$ cat src/rtl/sensor_fifo_wb_slave_pkg.sv
// Register map, bit positions and small helpers shared by the sensor FIFO
// Wishbone responder and its storage.
package sensor_fifo_wb_slave_pkg;
  localparam logic [2:0] REG_DATA   = 3'd0;
  localparam logic [2:0] REG_STATUS = 3'd1;
  localparam logic [2:0] REG_CTRL   = 3'd2;
  localparam logic [2:0] REG_THRESH = 3'd3;
  localparam logic [2:0] REG_ERR    = 3'd4;

  localparam int CTRL_EN    = 0;
  localparam int CTRL_FLUSH = 1;
  localparam int CTRL_IRQEN = 2;
  localparam int CTRL_CLR   = 3;

  localparam int ST_EMPTY = 5;
  localparam int ST_FULL  = 6;
  localparam int ST_OVF   = 7;

  // Sticky error flags, packed so they read back directly as the ERR register
  typedef struct packed {
    logic ovf;
    logic unf;
  } err_flags_t;

  function automatic logic adr_mapped(input logic [2:0] a);
    return a <= REG_ERR;
  endfunction
endpackage

$ cat src/rtl/sensor_fifo_wb_slave_if.sv
// Wishbone B3 classic bus bundle between an 8-bit, 3-bit-address initiator
// and the sensor FIFO responder.
interface sensor_fifo_wb_slave_if #(
  parameter int DWIDTH = 8
);
  logic [2:0]        adr;
  logic [DWIDTH-1:0] din;
  logic [DWIDTH-1:0] dout;
  logic              cyc;
  logic              stb;
  logic              we;
  logic              ack;
  logic              err;

  modport master (output adr, din, cyc, stb, we, input dout, ack, err);
  modport slave  (input adr, din, cyc, stb, we, output dout, ack, err);
endinterface

$ cat src/rtl/sensor_fifo_wb_slave_sync_fifo.sv
// Show-ahead synchronous FIFO; trusts push/pop, overflow policy lives upstream.
// Flush has priority over push and pop.
module sensor_fifo_wb_slave_sync_fifo #(
  parameter int DWIDTH = 8,
  parameter int DEPTH  = 16,
  parameter int PTR_W  = 4
) (
  input  logic              clk,
  input  logic              rst,
  input  logic              push_i,
  input  logic              pop_i,
  input  logic              flush_i,
  input  logic [DWIDTH-1:0] data_i,
  output logic [DWIDTH-1:0] head_o,
  output logic [PTR_W:0]    count_o,
  output logic              full_o,
  output logic              empty_o
);
  localparam logic [PTR_W-1:0] PONE = 1;
  localparam logic [PTR_W:0]   CONE = 1;

  logic [DWIDTH-1:0] mem_q [DEPTH];
  logic [PTR_W-1:0]  wr_ptr_q, rd_ptr_q;
  logic [PTR_W:0]    count_q;

  assign head_o  = mem_q[rd_ptr_q];
  assign count_o = count_q;
  assign full_o  = (count_q == (PTR_W+1)'(DEPTH));
  assign empty_o = (count_q == '0);

  always_ff @(posedge clk) begin
    if (push_i && !flush_i) mem_q[wr_ptr_q] <= data_i;
  end

  always_ff @(posedge clk) begin
    if (rst || flush_i) begin
      wr_ptr_q <= '0;
      rd_ptr_q <= '0;
      count_q  <= '0;
    end else begin
      if (push_i) wr_ptr_q <= wr_ptr_q + PONE;
      if (pop_i)  rd_ptr_q <= rd_ptr_q + PONE;
      if (push_i && !pop_i)      count_q <= count_q + CONE;
      else if (pop_i && !push_i) count_q <= count_q - CONE;
    end
  end
endmodule

$ cat src/rtl/sensor_fifo_wb_slave.sv
// Wishbone responder buffering edge-detected sensor samples in a FIFO, with
// status/control/threshold/error registers and a threshold/overflow interrupt.
module sensor_fifo_wb_slave
  import sensor_fifo_wb_slave_pkg::*;
#(
  parameter int DWIDTH = 8,
  parameter int DEPTH  = 16,
  parameter int PTR_W  = 4
) (
  input  logic                    clk,
  input  logic                    rst,
  sensor_fifo_wb_slave_if.slave   bus,
  input  logic [DWIDTH-1:0]       sens_data_i,
  input  logic                    sens_data_i_val,
  output logic                    irq_o
);
  localparam logic [PTR_W:0] CONE       = 1;
  localparam logic [PTR_W:0] THRESH_RST = 8;

  logic              ack_q, ack_d, err_q, err_d, irq_q, irq_d, val_q;
  logic              en_q, en_d, irq_en_q, irq_en_d;
  logic [DWIDTH-1:0] dout_q, dout_d, rdata;
  logic [PTR_W:0]    thresh_q, thresh_d, cnt_nxt;
  err_flags_t        flags_q, flags_d;

  logic [DWIDTH-1:0] head;
  logic [PTR_W:0]    count;
  logic              full, empty;
  logic              req, rd_dat, wr_ctrl, wr_thr, pop, push_req, push, flush, clr;
  logic              ovf_set, unf_set;
  logic              unused_din;

  assign req      = bus.cyc & bus.stb & ~ack_q & ~err_q;
  assign rd_dat   = req & ~bus.we & (bus.adr == REG_DATA);
  assign pop      = rd_dat & ~empty;
  assign unf_set  = rd_dat & empty;
  assign wr_ctrl  = req & bus.we & (bus.adr == REG_CTRL);
  assign wr_thr   = req & bus.we & (bus.adr == REG_THRESH);
  assign flush    = wr_ctrl & bus.din[CTRL_FLUSH];
  assign clr      = wr_ctrl & bus.din[CTRL_CLR];
  assign push_req = sens_data_i_val & ~val_q & en_q;
  // A full FIFO still accepts a sample if the head leaves on the same edge
  assign push     = push_req & ~flush & (~full | pop);
  assign ovf_set  = push_req & ~flush & full & ~pop;

  assign unused_din = &{1'b0, bus.din};

  sensor_fifo_wb_slave_sync_fifo #(.DWIDTH(DWIDTH), .DEPTH(DEPTH), .PTR_W(PTR_W)) u_fifo (
    .clk     (clk),
    .rst     (rst),
    .push_i  (push),
    .pop_i   (pop),
    .flush_i (flush),
    .data_i  (sens_data_i),
    .head_o  (head),
    .count_o (count),
    .full_o  (full),
    .empty_o (empty)
  );

  always_comb begin
    rdata = '0;
    case (bus.adr)
      REG_DATA:   rdata = empty ? '0 : head;
      REG_STATUS: begin
        rdata[PTR_W:0]  = count;
        rdata[ST_EMPTY] = empty;
        rdata[ST_FULL]  = full;
        rdata[ST_OVF]   = flags_q.ovf;
      end
      REG_CTRL: begin
        rdata[CTRL_EN]    = en_q;
        rdata[CTRL_IRQEN] = irq_en_q;
      end
      REG_THRESH: rdata[PTR_W:0] = thresh_q;
      REG_ERR:    rdata[1:0]     = flags_q;
      default:    rdata = '0;
    endcase
  end

  always_comb begin
    ack_d    = req & adr_mapped(bus.adr);
    err_d    = req & ~adr_mapped(bus.adr);
    dout_d   = ack_d ? rdata : '0;
    en_d     = wr_ctrl ? bus.din[CTRL_EN]    : en_q;
    irq_en_d = wr_ctrl ? bus.din[CTRL_IRQEN] : irq_en_q;
    thresh_d = wr_thr  ? bus.din[PTR_W:0]    : thresh_q;
    // A fresh overflow on the clearing edge survives the clear
    flags_d.ovf = (flags_q.ovf & ~clr) | ovf_set;
    flags_d.unf = (flags_q.unf & ~clr) | unf_set;
    cnt_nxt = count;
    if (flush)                cnt_nxt = '0;
    else if (push && !pop)    cnt_nxt = count + CONE;
    else if (pop && !push)    cnt_nxt = count - CONE;
    irq_d = irq_en_d & ((cnt_nxt >= thresh_d) | flags_d.ovf);
  end

  always_ff @(posedge clk) begin
    if (rst) begin
      ack_q    <= 1'b0;
      err_q    <= 1'b0;
      dout_q   <= '0;
      irq_q    <= 1'b0;
      val_q    <= 1'b0;
      en_q     <= 1'b0;
      irq_en_q <= 1'b0;
      thresh_q <= THRESH_RST;
      flags_q  <= '0;
    end else begin
      ack_q    <= ack_d;
      err_q    <= err_d;
      dout_q   <= dout_d;
      irq_q    <= irq_d;
      val_q    <= sens_data_i_val;
      en_q     <= en_d;
      irq_en_q <= irq_en_d;
      thresh_q <= thresh_d;
      flags_q  <= flags_d;
    end
  end

  assign bus.ack  = ack_q;
  assign bus.err  = err_q;
  assign bus.dout = dout_q;
  assign irq_o    = irq_q;
endmodule

$ cat src/flat_wrapper.sv
// flat-port wrapper written by rule: the top's interface ports become plain ports
module sensor_fifo_wb_slave_flat import sensor_fifo_wb_slave_pkg::*;
#(
  parameter int DWIDTH = 8,
  parameter int DEPTH  = 16,
  parameter int PTR_W  = 4
)
  (clk, rst, sens_data_i, sens_data_i_val, irq_o, bus_adr, bus_din, bus_cyc, bus_stb, bus_we, bus_dout, bus_ack, bus_err);
  sensor_fifo_wb_slave_if #(.DWIDTH(DWIDTH)) bus_i ();
  input  logic clk;
  input  logic rst;
  input  logic [DWIDTH-1:0] sens_data_i;
  input  logic sens_data_i_val;
  output logic irq_o;
  input wire logic [$bits(bus_i.adr)-1:0] bus_adr;
  input wire logic [$bits(bus_i.din)-1:0] bus_din;
  input wire logic [$bits(bus_i.cyc)-1:0] bus_cyc;
  input wire logic [$bits(bus_i.stb)-1:0] bus_stb;
  input wire logic [$bits(bus_i.we)-1:0] bus_we;
  output wire logic [$bits(bus_i.dout)-1:0] bus_dout;
  output wire logic [$bits(bus_i.ack)-1:0] bus_ack;
  output wire logic [$bits(bus_i.err)-1:0] bus_err;
  assign bus_i.adr = bus_adr;
  assign bus_i.din = bus_din;
  assign bus_i.cyc = bus_cyc;
  assign bus_i.stb = bus_stb;
  assign bus_i.we = bus_we;
  assign bus_dout = bus_i.dout;
  assign bus_ack = bus_i.ack;
  assign bus_err = bus_i.err;
  sensor_fifo_wb_slave #(.DWIDTH(DWIDTH), .DEPTH(DEPTH), .PTR_W(PTR_W)) u_core (.clk(clk), .rst(rst), .bus(bus_i), .sens_data_i(sens_data_i), .sens_data_i_val(sens_data_i_val), .irq_o(irq_o));
endmodule
$ cat config.mk
export PLATFORM = sky130hd
export DESIGN_NAME = sensor_fifo_wb_slave_flat
export DESIGN_NICKNAME = d
export VERILOG_FILES = /design/src/rtl/sensor_fifo_wb_slave_pkg.sv /design/src/rtl/sensor_fifo_wb_slave_if.sv /design/src/rtl/sensor_fifo_wb_slave_sync_fifo.sv /design/src/rtl/sensor_fifo_wb_slave.sv /design/src/flat_wrapper.sv
export SDC_FILE = /design/constraint.sdc
export NUM_CORES = 1
export LEC_CHECK = 0
export CAP_MARGIN = 20
export CORE_ASPECT_RATIO = 1.75
export CORE_MARGIN = 2
export CORE_UTILIZATION = 25
export DETAILED_ROUTE_END_ITERATION = 6
export SYNTH_ARGS = -nofsm -noshare
export SYNTH_HDL_FRONTEND = slang
export SYNTH_SLANG_ARGS = --single-unit
$ cat constraint.sdc
create_clock -name clk -period 3.6 [get_ports clk]
set_input_delay 0.72 -clock clk [delete_from_list [all_inputs] [get_ports clk]]
set_output_delay 0.72 -clock clk [all_outputs]
set_load 0.005 [all_outputs]
Word-level counts from Yosys, hierarchy flattened
Memories as Yosys holds them, arrays and structs flattened. A register that Yosys moved wholly into a read port is not among the register bits.
Cells that the tools add are included.
{ "word_totals": {"ff_bits": 34, "latch_bits": 0, "ram_bits": 128, "romBits": 0, "in_bits": 25, "output_inout_bits": 11, "wordCells": 88, "memories": 1} }
{ "memory_table": {"columns": ["memory", "depth", "word_bits", "read_ports", "rd_clocked_by_memory_dff", "wr", "line_no", "source"], "rows": [
  ["u_core.u_fifo.mem_q", 16, 8, 1, 1, 1, "sensor_fifo_wb_slave_sync_fifo.sv:22", "logic [DWIDTH-1:0] mem_q [DEPTH];"]
]} }
{ "classes": {"n_addsub": 4, "multipliers": 0, "div": 0, "order_cmp": 2, "eq_ne": 5, "n_shift": 0, "n_mux": 15, "n_bitwise": 38, "reduce_logical": 10} }
{ "op_table": {"columns": ["op", "count"], "rows": [
  ["1-bit bitwise AND", 23],
  ["5-bit 2-to-1 mux", 4],
  ["1-bit NOT", 11],
  ["4-bit by 1-bit adder with 4-bit output, second input constant", 2],
  ["4-bit 2-to-1 mux", 2],
  ["8-bit 2-to-1 mux", 1],
  ["1-bit case mux with 4 select lines", 2],
  ["3-bit by 2-bit == test with 1-bit output, second input constant", 2],
  ["2-bit case mux with 3 select lines", 1],
  ["3-bit case mux with 2 select lines", 1],
  ["5-bit by 1-bit adder with 5-bit output, second input constant", 1],
  ["5-bit == test, second input constant", 1],
  ["5-bit greater-or-equal comparator", 1],
  ["5-bit logical NOT", 1],
  ["1-bit case mux with 5 select lines", 1],
  ["5-bit by 1-bit subtractor with 5-bit output, second input constant", 1],
  ["1-bit bitwise OR", 4],
  ["3-bit by 1-bit == test with 1-bit output, second input constant", 1],
  ["3-bit == test, second input constant", 1],
  ["3-bit less-or-equal comparator, second input constant", 1],
  ["1-bit logical AND", 3],
  ["1-bit logical NOT", 3],
  ["3-bit logical NOT", 1],
  ["1-bit 2-to-1 mux", 3],
  ["2 further kinds", 2]
]} }

Longest topological paths before layout
{ "depth": {"depth_word": 17, "depth_mapped": 14, "ltp_nobuf": 13} }

By module
From an unflattened synthesis, not the netlist that was laid out.
{ "unflattened": {"hier_cells": 456, "hier_area_um2": 7110.6} }
{ "by_module_without_submodules": {"columns": ["mod", "n_inst", "cells_per_inst", "area_each_um2", "seq_area_each_um2"], "rows": [
  ["sensor_fifo_wb_slave_sync_fifo", 1, 307, 5816.8, 4184.0],
  ["sensor_fifo_wb_slave", 1, 149, 1293.7, 420.4]
]} }

Worst setup path before layout
Ideal clock, no wire load.
{ "synth_timing": {"path_kind": "in2reg", "start": "in bus_adr[1]", "end": "reg u_core.irq_q, in the netlist u_core.irq_o", "setup_time_ns": 0.130, "arrival_ns": 3.000, "t_required_ns": 3.470, "setup_slack_ns": 0.470, "path_stages": 14, "path_buffers": 3, "cell_sequence": "buf_2 > or3_4 > buf_6 > or4_1 > buf_2 > nand3_2 > and4_1 > nor2_1 > ha_1 > nand2b_1 > a21oi_1 > nor2b_1 > o211ai_1 > a31oi_1"} }
{ "synth_between": {"elab_chain_cells": 14, "word_cells_on_any_way": 31, "classes_between": "order compare: 1; eq/ne: 2; mux: 5; bitwise: 18; reduce/logical: 5"} }
{ "synth_lines": {"columns": ["element", "line_no", "source"], "rows": [
  ["start, declared", "flat_wrapper.sv:15", "input wire logic [$bits(bus_i.adr)-1:0] bus_adr;"],
  ["3-bit by 2-bit == test with 1-bit output", "sensor_fifo_wb_slave.sv:37", "assign wr_ctrl = req & bus.we & (bus.adr == REG_CTRL);"],
  ["1-bit bitwise AND", "sensor_fifo_wb_slave.sv:37", null],
  ["1-bit bitwise AND", "sensor_fifo_wb_slave.sv:39", "assign flush = wr_ctrl & bus.din[CTRL_FLUSH];"],
  ["1-bit NOT", "sensor_fifo_wb_slave.sv:43, sensor_fifo_wb_slave.sv:44", null],
  ["1-bit bitwise AND", "sensor_fifo_wb_slave.sv:43, sensor_fifo_wb_slave.sv:44", null],
  ["1-bit bitwise AND", "sensor_fifo_wb_slave.sv:43", "assign push = push_req & ~flush & (~full | pop);"],
  ["1-bit logical NOT", "sensor_fifo_wb_slave.sv:94", "else if (pop && !push) cnt_nxt = count - CONE;"],
  ["1-bit logical AND", "sensor_fifo_wb_slave.sv:94", null],
  ["5-bit 2-to-1 mux", "sensor_fifo_wb_slave.sv:94", null],
  ["5-bit 2-to-1 mux", "sensor_fifo_wb_slave.sv:93", "else if (push && !pop) cnt_nxt = count + CONE;"],
  ["5-bit 2-to-1 mux", "sensor_fifo_wb_slave.sv:92", "if (flush) cnt_nxt = '0;"],
  ["5-bit greater-or-equal comparator", "sensor_fifo_wb_slave.sv:95", "irq_d = irq_en_d & ((cnt_nxt >= thresh_d) | flags_d.ovf);"],
  ["1-bit bitwise OR", "sensor_fifo_wb_slave.sv:95", null],
  ["1-bit bitwise AND (*)", "sensor_fifo_wb_slave.sv:95", null],
  ["end signal, assigned", "sensor_fifo_wb_slave.sv:113", "irq_q <= irq_d;"],
  ["end, declared", "sensor_fifo_wb_slave.sv:20", "logic ack_q, ack_d, err_q, err_d, irq_q, irq_d, val_q;"]
]} }
Every way passes the cells marked *; elsewhere a longest branch is shown, timed or not.
A chain may end at the register's enable or synchronous reset.

Worst setup path after layout
Ends and elaborated chain as after synthesis.

==> metrics.log <==
[metrics] switching power as a share of total power: 0.227
[metrics] number of DRC markers in iteration 0: 280
[metrics] fraction of post-synthesis cell area in the top cell type by area: 0.549
[metrics] CTS tree: yes
[metrics] Setup Skew: 0.0124 ns
[metrics] number of distinct library cell variants in the gate-level netlist after synthesis: 57
[metrics] fraction of the yosys area taken by sequential cells: 0.657
[metrics] Max H-tree Level: 4
[metrics] Resized Gates After CTS: 0
[metrics] slew at the pin closest to its max-slew limit: 0.655 ns
[metrics] area of the die: 0.0294 mm2
[metrics] effective utilization at floorplan: 0.252
[metrics] post-detailed-placement cell area: 0.00811 mm2
[metrics] worst IR drop on VDD: 0.255 mV
[metrics] Post-Layout Inst Area: 0.00872 mm2
[metrics] ratio of cells with drive above 1 in the final layout: 0.242
[metrics] global route overflow: 0
[metrics] arrival time at the worst endpoint: 3.46 ns
[metrics] unrepaired setup endpoints after global routing: no
[metrics] count of boundary I/O pins: 36
[metrics] number of flip-flops and latches in the synthesized netlist: 166
[metrics] RD Place Congestion: 0.800
[metrics] required time at the worst-slack endpoint: 3.91 ns
[metrics] GR Util All Layers: 0.119
[metrics] final setup violation count: 0
[metrics] shortest clock period the worst path allows after layout: 3.15 ns
[metrics] Clock Latency Late Sink: 0.43 ns
[metrics] sort of element at the end of the critical path: flip-flop
[metrics] CP Max Fanout: 4
[metrics] internal power: 3.12 mW
[metrics] number of flops mapped to enable cells by yosys: 128
[metrics] Layout Area Growth over Synthesis: 24.5%
[metrics] post-synthesis async set-or-reset flop share: 0
[metrics] via density per instance: 4.53
[metrics] number of antenna-violating nets in the routed design: 0
[metrics] max-slew headroom at the worst pin: 0.563
[metrics] average size of a mapped cell: 15.1 um2
[metrics] ANT cells: 0
[metrics] clock share of power: 0.455
[metrics] DP Wirelength: 12.3 mm
[metrics] Final period util: 0.875
[metrics] total negative slack for setup checks: 0 ns
[metrics] dominant register cell in the synthesized netlist: sky130_fd_sc_hd__edfxtp_1
[metrics] Chip Height: 225 um
[metrics] most common cell after layout, fill and taps aside: sky130_fd_sc_hd__edfxtp_1
[metrics] vias after detailed routing: 4232
[metrics] clock sink total: 166
[metrics] die boundary width: 131 um
[metrics] count of hold buffers inserted by post-cts repair: 0
[metrics] result of the run: complete, no violations
[metrics] Buffers on Ports: 32
[metrics] switching power total: 916 uW
[metrics] number of rows in the core area: 81
[metrics] total wire length after detailed routing: 16.6 mm
[metrics] post-detailed-route wirelength per cell: 17.8 um
[metrics] Achievable Freq: 318 MHz
[metrics] number of warning messages in the yosys log: 0
[metrics] relative contribution of combinational cells to total power: 0.033
[metrics] leakage power: 2.87 nW
[metrics] first-pass detailed-route iteration total: 4
[metrics] clock slew seen by the registers of the worst setup and hold paths: 0.08 ns
[metrics] number of buffers inserted during clock tree synthesis: 17
[metrics] number of antenna violations at the first check in global routing: 0
[metrics] number of global-route vias before repair: 4475
[metrics] most area-hungry cell type in the Yosys netlist: sky130_fd_sc_hd__edfxtp_1
[metrics] Seq pwr share: 0.512
[metrics] max capacitance violation total: 0
[metrics] number of buffers on the longest clock path: 2
[metrics] maximum number of pins on one net before global-route repair: 27
[metrics] DRC violation count after routing: 0
[metrics] buffer count from post-CTS setup fixing: 0
[metrics] leading cell types in the layout, fill and taps excluded: 128 x sky130_fd_sc_hd__edfxtp_1, 59 x sky130_fd_sc_hd__buf_4, 37 x sky130_fd_sc_hd__dfxtp_1, 35 x sky130_fd_sc_hd__nor2_1, 32 x sky130_fd_sc_hd__clkdlybuf4s50_1
[metrics] power per cell area: 463 mW/mm2
[metrics] crit start category: input port
[metrics] path category of the worst min-delay check: flip-flop to flip-flop
[metrics] leading cell types by total area after synthesis: sky130_fd_sc_hd__edfxtp_1 55%, sky130_fd_sc_hd__dfxtp_1 11%, sky130_fd_sc_hd__mux4_2 9.0%
[metrics] Std-Cell Core Area: 0.0278 mm2
[metrics] fin nets: 587
[metrics] max-slew violations: 0
[metrics] post-synthesis net count: 502
[metrics] Cells after Synth: 464
[metrics] wire length of the first global-routing pass: 25.2 mm
[metrics] CTS Root Cell: sky130_fd_sc_hd__clkbuf_16
[metrics] Hold Fails Final Rpt: 0
[metrics] critical path class: input port to flip-flop
[metrics] post-synthesis cell area: 0.00701 mm2
[cells in the mapped netlist, types with 7 or more instances]
| cell type | instances |
|---|---|
| sky130_fd_sc_hd__nand2b_1 | 7 |
| sky130_fd_sc_hd__a21oi_1 | 13 |
| sky130_fd_sc_hd__nor3_1 | 10 |
| sky130_fd_sc_hd__nand3_1 | 15 |
| sky130_fd_sc_hd__inv_1 | 9 |
| sky130_fd_sc_hd__nand4_1 | 8 |
| sky130_fd_sc_hd__dfxtp_1 | 38 |
| sky130_fd_sc_hd__o21ai_0 | 8 |
| sky130_fd_sc_hd__ha_1 | 13 |
| sky130_fd_sc_hd__nand2_1 | 29 |
| sky130_fd_sc_hd__edfxtp_1 | 128 |
| sky130_fd_sc_hd__nor2_1 | 35 |
| sky130_fd_sc_hd__mux2i_1 | 21 |
| sky130_fd_sc_hd__buf_2 | 10 |
| sky130_fd_sc_hd__mux4_2 | 28 |
| sky130_fd_sc_hd__clkbuf_1 | 11 |
[through the flow]
step / power (mW) / cells / utilization / hold WS [ns] / setup WS [ns]
6_report: 4.03 / 935 / 0.314 / 0.477 / 0.451
4_1_cts: 4.07 / 935 / 0.314 / 0.477 / 0.476
2_1_floorplan: 2.17 / 464 / - / 0.443 / 0.470
3_5_place_dp: 2.24 / 903 / 0.292 / 0.469 / 0.0274
5_1_grt: 4.15 / 935 / 0.314 / 0.506 / 0.257
3_3_place_gp: 2.24 / 903 / 0.292 / 0.467 / 0.0346
[sequential cells by signal (all words and copies together) (netlist names), 2 cells and up, named ones only]
signal and count:
u_core.bus.dout 8, u_core.u_fifo.wr_ptr_q 4, u_core.u_fifo.rd_ptr_q 4, u_core.u_fifo.mem_q 128, u_core.u_fifo.count_o 5, u_core.thresh_q 5, u_core.flags_q 2
[worst paths after layout]
path	startpoint	endpoint	slack [ns]	cells past startpoint
setup reg to reg	u_core.u_fifo.count_o[1]	u_core.irq_o	0.61	12
setup / recovery	bus_adr[1]	u_core.irq_o	0.45	11
hold reg to reg	u_core.en_q	u_core.en_q	0.48	2
hold / removal	u_core.en_q	u_core.en_q	0.48	2
[power by group through the flow]
stage / clock (mW) / combinational, mW / sequential [mW]
floorplan: 0 / 0.0611 / 2.11
global placement: 0 / 0.132 / 2.11
detailed placement: 0 / 0.133 / 2.11
CTS: 1.87 / 0.134 / 2.07
global route: 1.94 / 0.145 / 2.07
finish: 1.84 / 0.133 / 2.07
[layout make-up]
cell class | instances | area [um2]
Clock buffer | 17 | 425
Clock inverter | 15 | 183
Fill cell | 2771 | 19000
Inverter | 9 | 33.8
Multi-Input combinational cell | 264 | 2240
Sequential cell | 166 | 4610
Tap cell | 373 | 467
Timing Repair Buffer | 91 | 763
[logic make-up (layout without fill, tap and decap cells)]
family | Yosys count | count (layout) | share of synthesized area
simple gates | 135 | 135 | 0.105
flops | 166 | 166 | 0.657
compound gates | 56 | 56 | 0.0563
mux | 54 | 54 | 0.128
buf+inv | 34 | 132 | 0.0227
fa+ha+maj | 13 | 13 | 0.0232
xor+xnor | 6 | 6 | 0.00750
[per-layer routing]
metal	GRT usage	wire length (um)	share of wire	vias up
met2	0.217	9220	0.55	109
met5	0	0	0	-
met4	0.0786	987	0.059	0
met3	0.0292	604	0.036	48
met1	0.116	5830	0.35	2101
li1	-	-	-	1974
[critical path: stages]
cell and delay [ns]:
sky130_fd_sc_hd__clkdlybuf4s50_1 0.50, sky130_fd_sc_hd__or3_4 0.41, sky130_fd_sc_hd__or4_1 0.53, sky130_fd_sc_hd__buf_4 0.21, sky130_fd_sc_hd__nand4_1 0.11, sky130_fd_sc_hd__nand3_1 0.11, sky130_fd_sc_hd__a21oi_1 0.22, sky130_fd_sc_hd__ha_1 0.26
sky130_fd_sc_hd__nor2b_1 0.13, sky130_fd_sc_hd__o211ai_1 0.16, sky130_fd_sc_hd__a31oi_1 0.10
Note: power is estimated with default switching activity, not from simulation.
